<file path="src/rtl/alu_seq_ctrl_if.sv">
// CPU-side request/response bundle for the ALU sequencer: start/op/operands in,
// busy/done/result/flags out. Master = requester, slave = sequencer.
interface alu_seq_ctrl_if;
    logic        start;
    logic        op;
    logic [5:0]  ctrl;
    logic [15:0] a;
    logic [15:0] b;
    logic        busy;
    logic        done;
    logic [15:0] result;
    logic        zr;
    logic        ng;

    modport master (
        output start, op, ctrl, a, b,
        input  busy, done, result, zr, ng
    );

    modport slave (
        input  start, op, ctrl, a, b,
        output busy, done, result, zr, ng
    );
endinterface

</file>
<file path="src/rtl/alu_seq_ctrl.sv">
// Hack ALU sequencer: direct op (done in cycle 2) or shift-add multiply (cycle 2..34).
// No backpressure: start is taken only in IDLE/DONE, ignored while busy.
module alu (
    input  logic [15:0] x,
    input  logic [15:0] y,
    input  logic        zx,
    input  logic        nx,
    input  logic        zy,
    input  logic        ny,
    input  logic        f,
    input  logic        no,
    output logic [15:0] out,
    output logic        zr,
    output logic        ng
);
    logic [15:0] x1, y1, o1;

    always_comb begin
        x1  = zx ? 16'h0000 : x;
        x1  = nx ? ~x1 : x1;
        y1  = zy ? 16'h0000 : y;
        y1  = ny ? ~y1 : y1;
        o1  = f ? (x1 + y1) : (x1 & y1);
        out = no ? ~o1 : o1;
        zr  = (out == 16'h0000);
        ng  = out[15];
    end
endmodule

module alu_seq_ctrl #(
    parameter bit EARLY_EXIT = 1'b1
) (
    input  logic           clk,
    input  logic           reset,
    alu_seq_ctrl_if.slave  bus
);
    typedef enum logic [2:0] {IDLE, EXEC, ADD, SHIFT, DONE} state_t;

    localparam logic [5:0] CTRL_ADD = 6'b000010;

    state_t      state, state_nxt;
    logic [15:0] acc, mcand, mplier;
    logic [4:0]  iter;
    logic [5:0]  ctrl_l;
    logic [15:0] res_q;
    logic        zr_q, ng_q;

    logic [15:0] alu_x, alu_y, alu_out;
    logic [5:0]  alu_ctrl;
    logic        alu_zr, alu_ng;
    logic        mul_exit;

    assign mul_exit = ((EARLY_EXIT != 1'b0) && (mplier == 16'h0000)) || (iter == 5'd16);

    alu u_alu (
        .x   (alu_x),
        .y   (alu_y),
        .zx  (alu_ctrl[5]),
        .nx  (alu_ctrl[4]),
        .zy  (alu_ctrl[3]),
        .ny  (alu_ctrl[2]),
        .f   (alu_ctrl[1]),
        .no  (alu_ctrl[0]),
        .out (alu_out),
        .zr  (alu_zr),
        .ng  (alu_ng)
    );

    always_ff @(posedge clk) begin
        if (!reset) state <= IDLE;
        else        state <= state_nxt;
    end

    always_comb begin
        state_nxt = state;
        case (state)
            IDLE, DONE: begin
                if (bus.start) state_nxt = bus.op ? ADD : EXEC;
                else           state_nxt = IDLE;
            end
            EXEC:    state_nxt = DONE;
            ADD:     state_nxt = mul_exit ? DONE : SHIFT;
            SHIFT:   state_nxt = ADD;
            default: state_nxt = IDLE;
        endcase
    end

    // Direct ops reuse mcand/mplier as the latched x/y operands.
    always_comb begin
        alu_x    = 16'h0000;
        alu_y    = 16'h0000;
        alu_ctrl = 6'b000000;
        case (state)
            EXEC: begin
                alu_x    = mcand;
                alu_y    = mplier;
                alu_ctrl = ctrl_l;
            end
            ADD: begin
                alu_x    = acc;
                alu_y    = mcand;
                alu_ctrl = CTRL_ADD;
            end
            SHIFT: begin
                alu_x    = mcand;
                alu_y    = mcand;
                alu_ctrl = CTRL_ADD;
            end
            default: ;
        endcase
    end

    assign bus.busy   = (state == EXEC) || (state == ADD) || (state == SHIFT);
    assign bus.done   = (state == DONE);
    assign bus.result = res_q;
    assign bus.zr     = zr_q;
    assign bus.ng     = ng_q;

    always_ff @(posedge clk) begin
        if (!reset) begin
            acc    <= 16'h0000;
            mcand  <= 16'h0000;
            mplier <= 16'h0000;
            iter   <= 5'd0;
            ctrl_l <= 6'b000000;
            res_q  <= 16'h0000;
            zr_q   <= 1'b0;
            ng_q   <= 1'b0;
        end else begin
            case (state)
                IDLE, DONE: begin
                    if (bus.start) begin
                        ctrl_l <= bus.ctrl;
                        mcand  <= bus.a;
                        mplier <= bus.b;
                        acc    <= 16'h0000;
                        iter   <= 5'd0;
                    end
                end
                EXEC: begin
                    res_q <= alu_out;
                    zr_q  <= alu_zr;
                    ng_q  <= alu_ng;
                end
                ADD: begin
                    if (mul_exit) begin
                        res_q <= acc;
                        zr_q  <= (acc == 16'h0000);
                        ng_q  <= acc[15];
                    end else if (mplier[0]) begin
                        acc <= alu_out;
                    end
                end
                SHIFT: begin
                    mcand  <= alu_out;
                    mplier <= {1'b0, mplier[15:1]};
                    iter   <= iter + 5'd1;
                end
                default: ;
            endcase
        end
    end
endmodule
</file>
<file path="src/flat_wrapper.sv">
// flat-port wrapper written by rule: the top's interface ports become plain ports
module alu_seq_ctrl_flat 
#(
    parameter bit EARLY_EXIT = 1'b1
)
  (clk, reset, bus_start, bus_op, bus_ctrl, bus_a, bus_b, bus_busy, bus_done, bus_result, bus_zr, bus_ng);
  alu_seq_ctrl_if bus_i ();
  input  logic clk;
  input  logic reset;
  input wire logic [$bits(bus_i.start)-1:0] bus_start;
  input wire logic [$bits(bus_i.op)-1:0] bus_op;
  input wire logic [$bits(bus_i.ctrl)-1:0] bus_ctrl;
  input wire logic [$bits(bus_i.a)-1:0] bus_a;
  input wire logic [$bits(bus_i.b)-1:0] bus_b;
  output wire logic [$bits(bus_i.busy)-1:0] bus_busy;
  output wire logic [$bits(bus_i.done)-1:0] bus_done;
  output wire logic [$bits(bus_i.result)-1:0] bus_result;
  output wire logic [$bits(bus_i.zr)-1:0] bus_zr;
  output wire logic [$bits(bus_i.ng)-1:0] bus_ng;
  assign bus_i.start = bus_start;
  assign bus_i.op = bus_op;
  assign bus_i.ctrl = bus_ctrl;
  assign bus_i.a = bus_a;
  assign bus_i.b = bus_b;
  assign bus_busy = bus_i.busy;
  assign bus_done = bus_i.done;
  assign bus_result = bus_i.result;
  assign bus_zr = bus_i.zr;
  assign bus_ng = bus_i.ng;
  alu_seq_ctrl #(.EARLY_EXIT(EARLY_EXIT)) u_core (.clk(clk), .reset(reset), .bus(bus_i));
endmodule
</file>
<file path="config.mk">
export PLATFORM = sky130hd
export DESIGN_NAME = alu_seq_ctrl_flat
export DESIGN_NICKNAME = d
export VERILOG_FILES = /design/src/rtl/alu_seq_ctrl_if.sv /design/src/rtl/alu_seq_ctrl.sv /design/src/flat_wrapper.sv
export SDC_FILE = /design/constraint.sdc
export NUM_CORES = 1
export LEC_CHECK = 0
export ABC_AREA = 0
export ABC_CLOCK_PERIOD_IN_PS = 5300
export CORE_ASPECT_RATIO = 0.7
export CORE_MARGIN = 2
export CORE_UTILIZATION = 35
export CTS_BUF_LIST = sky130_fd_sc_hd__clkbuf_2
export CTS_CLUSTER_SIZE = 20
export DETAILED_ROUTE_END_ITERATION = 7
export PLACE_DENSITY_LB_ADDON = 0.15
export SLEW_MARGIN = 20
export SYNTH_ARGS = -nofsm -noshare
export SYNTH_HDL_FRONTEND = slang
export SYNTH_SLANG_ARGS = --single-unit
</file>
<file path="constraint.sdc">
create_clock -name clk -period 5.3 [get_ports clk]
set_input_delay 0.795 -clock clk [delete_from_list [all_inputs] [get_ports clk]]
set_output_delay 0.795 -clock clk [all_outputs]
set_load 0.005 [all_outputs]
</file>
==> results.txt <==
Std-Cell Rows: 38
Design area: 0.006575 sq mm
Yosys top cell area share: 27.79%
Worst slew pin tran: 1.057 ns
Run status: finished, final reports clean
Crit path required time: 5.85 ns
Static leakage: 2.605 nW
Largest family of logic cells by synthesized area: simple AND/OR/NAND/NOR gates
Setup Buffers After CTS: 0
H-tree levels: 3
Starting Density: 36.27%
Endpoints failing setup: 0
Startpoint Class: register
Slew Limit Fails: 0
Largest net degree at the start of global routing: 48
GRT Total Usage: 23.82%
Final hold viol count: 0
DP HPWL: 14960 um
Reg2Reg Depth: 14
Critical Path AT: 4.98 ns
Hold worst-path end: u_core.iter[4]
Setup TNS: 0 ns
Post_cts resized: 0
Final period util: 83.69%
XOR/XNOR share of the synthesized area: 4.771%
Routed WL: 20520 um
CTS Buffer Depth: 2
Post-synthesis simple-gate area fraction: 28.36%
Post-synthesis adder-cell area fraction: 4.310%
Relative slew slack: 29.31%
Minimum clock period: 4.436 ns
Die Wd: 156.4 um
Power Density: 234.9 mW/mm^2
CTS Root Buffer Type: clkbuf_2
Hold Crit Start: u_core.iter[4]
IO Count: 62
First-pass GRT wire length: 31820 um
Mapped Cells: 778
WL per Instance: 20.22 um
Flop-to-flop setup slack: 0.86 ns
Worst VDD drop: 0.00009461 V
CTS hold repair buffers: 0
Initial antenna violation count: 1
Critical path peak fanout: 14
Warnings, synthesis: 0
Syn Area/Cell: 7.314 sq um
Global route overflow: 0
Post-synthesis cell area: 0.005690 sq mm
Post-synthesis sequential area ratio: 27.79%
DR vias/cell: 5.889
RSZ-0062 raised after global routing: no
Worst Skew: 0.02263 ns
CORE AREA: 0.01569 sq mm
Worst reg2reg path endpoint: u_core.bus.zr
Synth unique cells: 72
Hold path depth: 1
Post-synth EDFFs: 0
Nets: 870
Yosys reg bits: 79
FF-to-FF Start: u_core.state[1]
Crit Path Class: register to register
Vert. Die Dim: 110.7 um
Fraction of layout cells with a size suffix above 1: 7.862%
Drt pass-1 iters: 5
CTS Buf Count: 9
Max Cap Viol: 0
Most area-consuming cells after synthesis: dfxtp_1, nand2_1, nor2_1
Vias in the first global route: 5378
Commonest cells after routing, fill and taps aside: nand2_1, nor2_1, dfxtp_1
Area growth, synth to finish: 15.55%
Post-route ant nets: 0
Post-Place Cell Area: 0.006430 sq mm
Hold Path Class: register to register
Syn nets: 839
CP Capture Type: register
Fill count: 1632
Routability congestion estimate: 1.027
FMAX: 0.2254 GHz
DR vias: 5977
Synth area leader: dfxtp_1
Commonest non-fill, non-tap cell in the layout: nand2_1
Die area: 0.01731 sq mm
Asr flop ratio synth: 0%
DR iter-0 viols: 532
Post-route total power: 1.544 mW
Post-synthesis mux area share: 3.892%
# DRC: 0
Worst-path clk slew: 0.24 ns
Clock Sinks: 79
Port bufs: 61
Main synth FF type: dfxtp_1
Area fraction in compound gates after synthesis: 25.07%
CTS tree: yes
Clock latency on the worst-skew pair: 0.59 ns
## kinds of logic after synthesis
family,after synthesis
AO/OA/AOI/OAI,213
XOR/XNOR,31
adder cells (fa/ha/maj),19
buffers and inverters,71
flip-flops,79
multiplexers,22
AND/OR/NAND/NOR,343
## metal layers
layer / track usage (%) / routed length (um) / share of wire (%) / vias up
li1: - / - / - / 2856
met1: 36.69 / 10110 / 49 / 2819
met2: 31.98 / 8026 / 39 / 274
met3: 6.333 / 1944 / 9.5 / 28
met4: 6.422 / 441 / 2.1 / 0
met5: 0 / 0 / 0 / -
## worst max path at each step
stage,startpoint,end
floorplan,u_core.state[0],u_core.bus.zr
global placement,u_core.state[0],u_core.bus.zr
detailed placement,u_core.state[1],u_core.bus.zr
CTS,u_core.state[1],u_core.bus.zr
global route,u_core.ctrl_l[2],u_core.bus.result[14]
finish,u_core.state[1],u_core.bus.zr
## final cells by class
type,count,area [sq um],area share [%]
clock inverters,6,92.59,1.408
repair buffers,82,768.2,11.68
flip-flops and latches,79,1582,24.05
well taps,200,250.2,3.806
diodes,1,2.502,0.03806
clock buffers,10,50.05,0.7612
multi-input cells,628,3796,57.74
inverters,9,33.78,0.5138
## registers in the layout, summed over array words and instances, names as in the netlist
| register | cells |
|---|---|
| u_core.acc | 16 |
| u_core.bus.result | 16 |
| u_core.mcand | 16 |
| u_core.mplier | 16 |
| u_core.ctrl_l | 6 |
| u_core.iter | 5 |
| u_core.state | 3 |
| u_core.bus.zr | 1 |
## synthesized netlist by cell type (8+ instances only)
master and n:
nand2_1 110, nor2_1 102, dfxtp_1 79, a21oi_1 73, clkbuf_1 46, nand3_1 30, o21ai_0 30, mux2i_1 21
ha_1 18, a311oi_1 17, xor2_1 17, and3_1 15, xnor2_1 14, a31oi_1 12, nand2b_1 12, nor4_1 12
nor3_1 11, a211oi_1 10, inv_1 9, o22ai_1 8
## critical path: stages (launching register included)
cell and delay [ns]:
dfxtp_1 0.57, nor2b_1 0.20, nor2b_2 0.52, nand2_1 0.32
a21oi_1 0.23, xor2_1 0.18, ha_1 0.35, a211o_1 0.32
a21o_1 0.23, o211a_4 0.27, o22a_1 0.20, or4_4 0.57
nor3_2 0.19, a41oi_1 0.13, nor2_1 0.11
## power breakdown
group / total, mW / leakage [nW] / switching [mW] / internal [mW]
Sequential: 0.696 / 0.645 / 0.0539 / 0.642
Combinational: 0.433 / 1.87 / 0.253 / 0.180
Clock: 0.415 / 0.0861 / 0.252 / 0.163
Total: 1.54 / 2.60 / 0.559 / 0.985
## per-stage QoR
step                      cells  hold WS, ns  util, %  setup WS, ns
final                      1015       0.4728    41.91        0.8642
after detailed placement    998       0.4413    40.98        0.9882
after CTS                  1014       0.4677    41.89        0.9300
after global placement      998       0.4377    40.98         1.048
after global routing       1015       0.5076    41.91        0.4483
after floorplan             778       0.4223        -         1.083
Power figures use the tool's default switching activity.
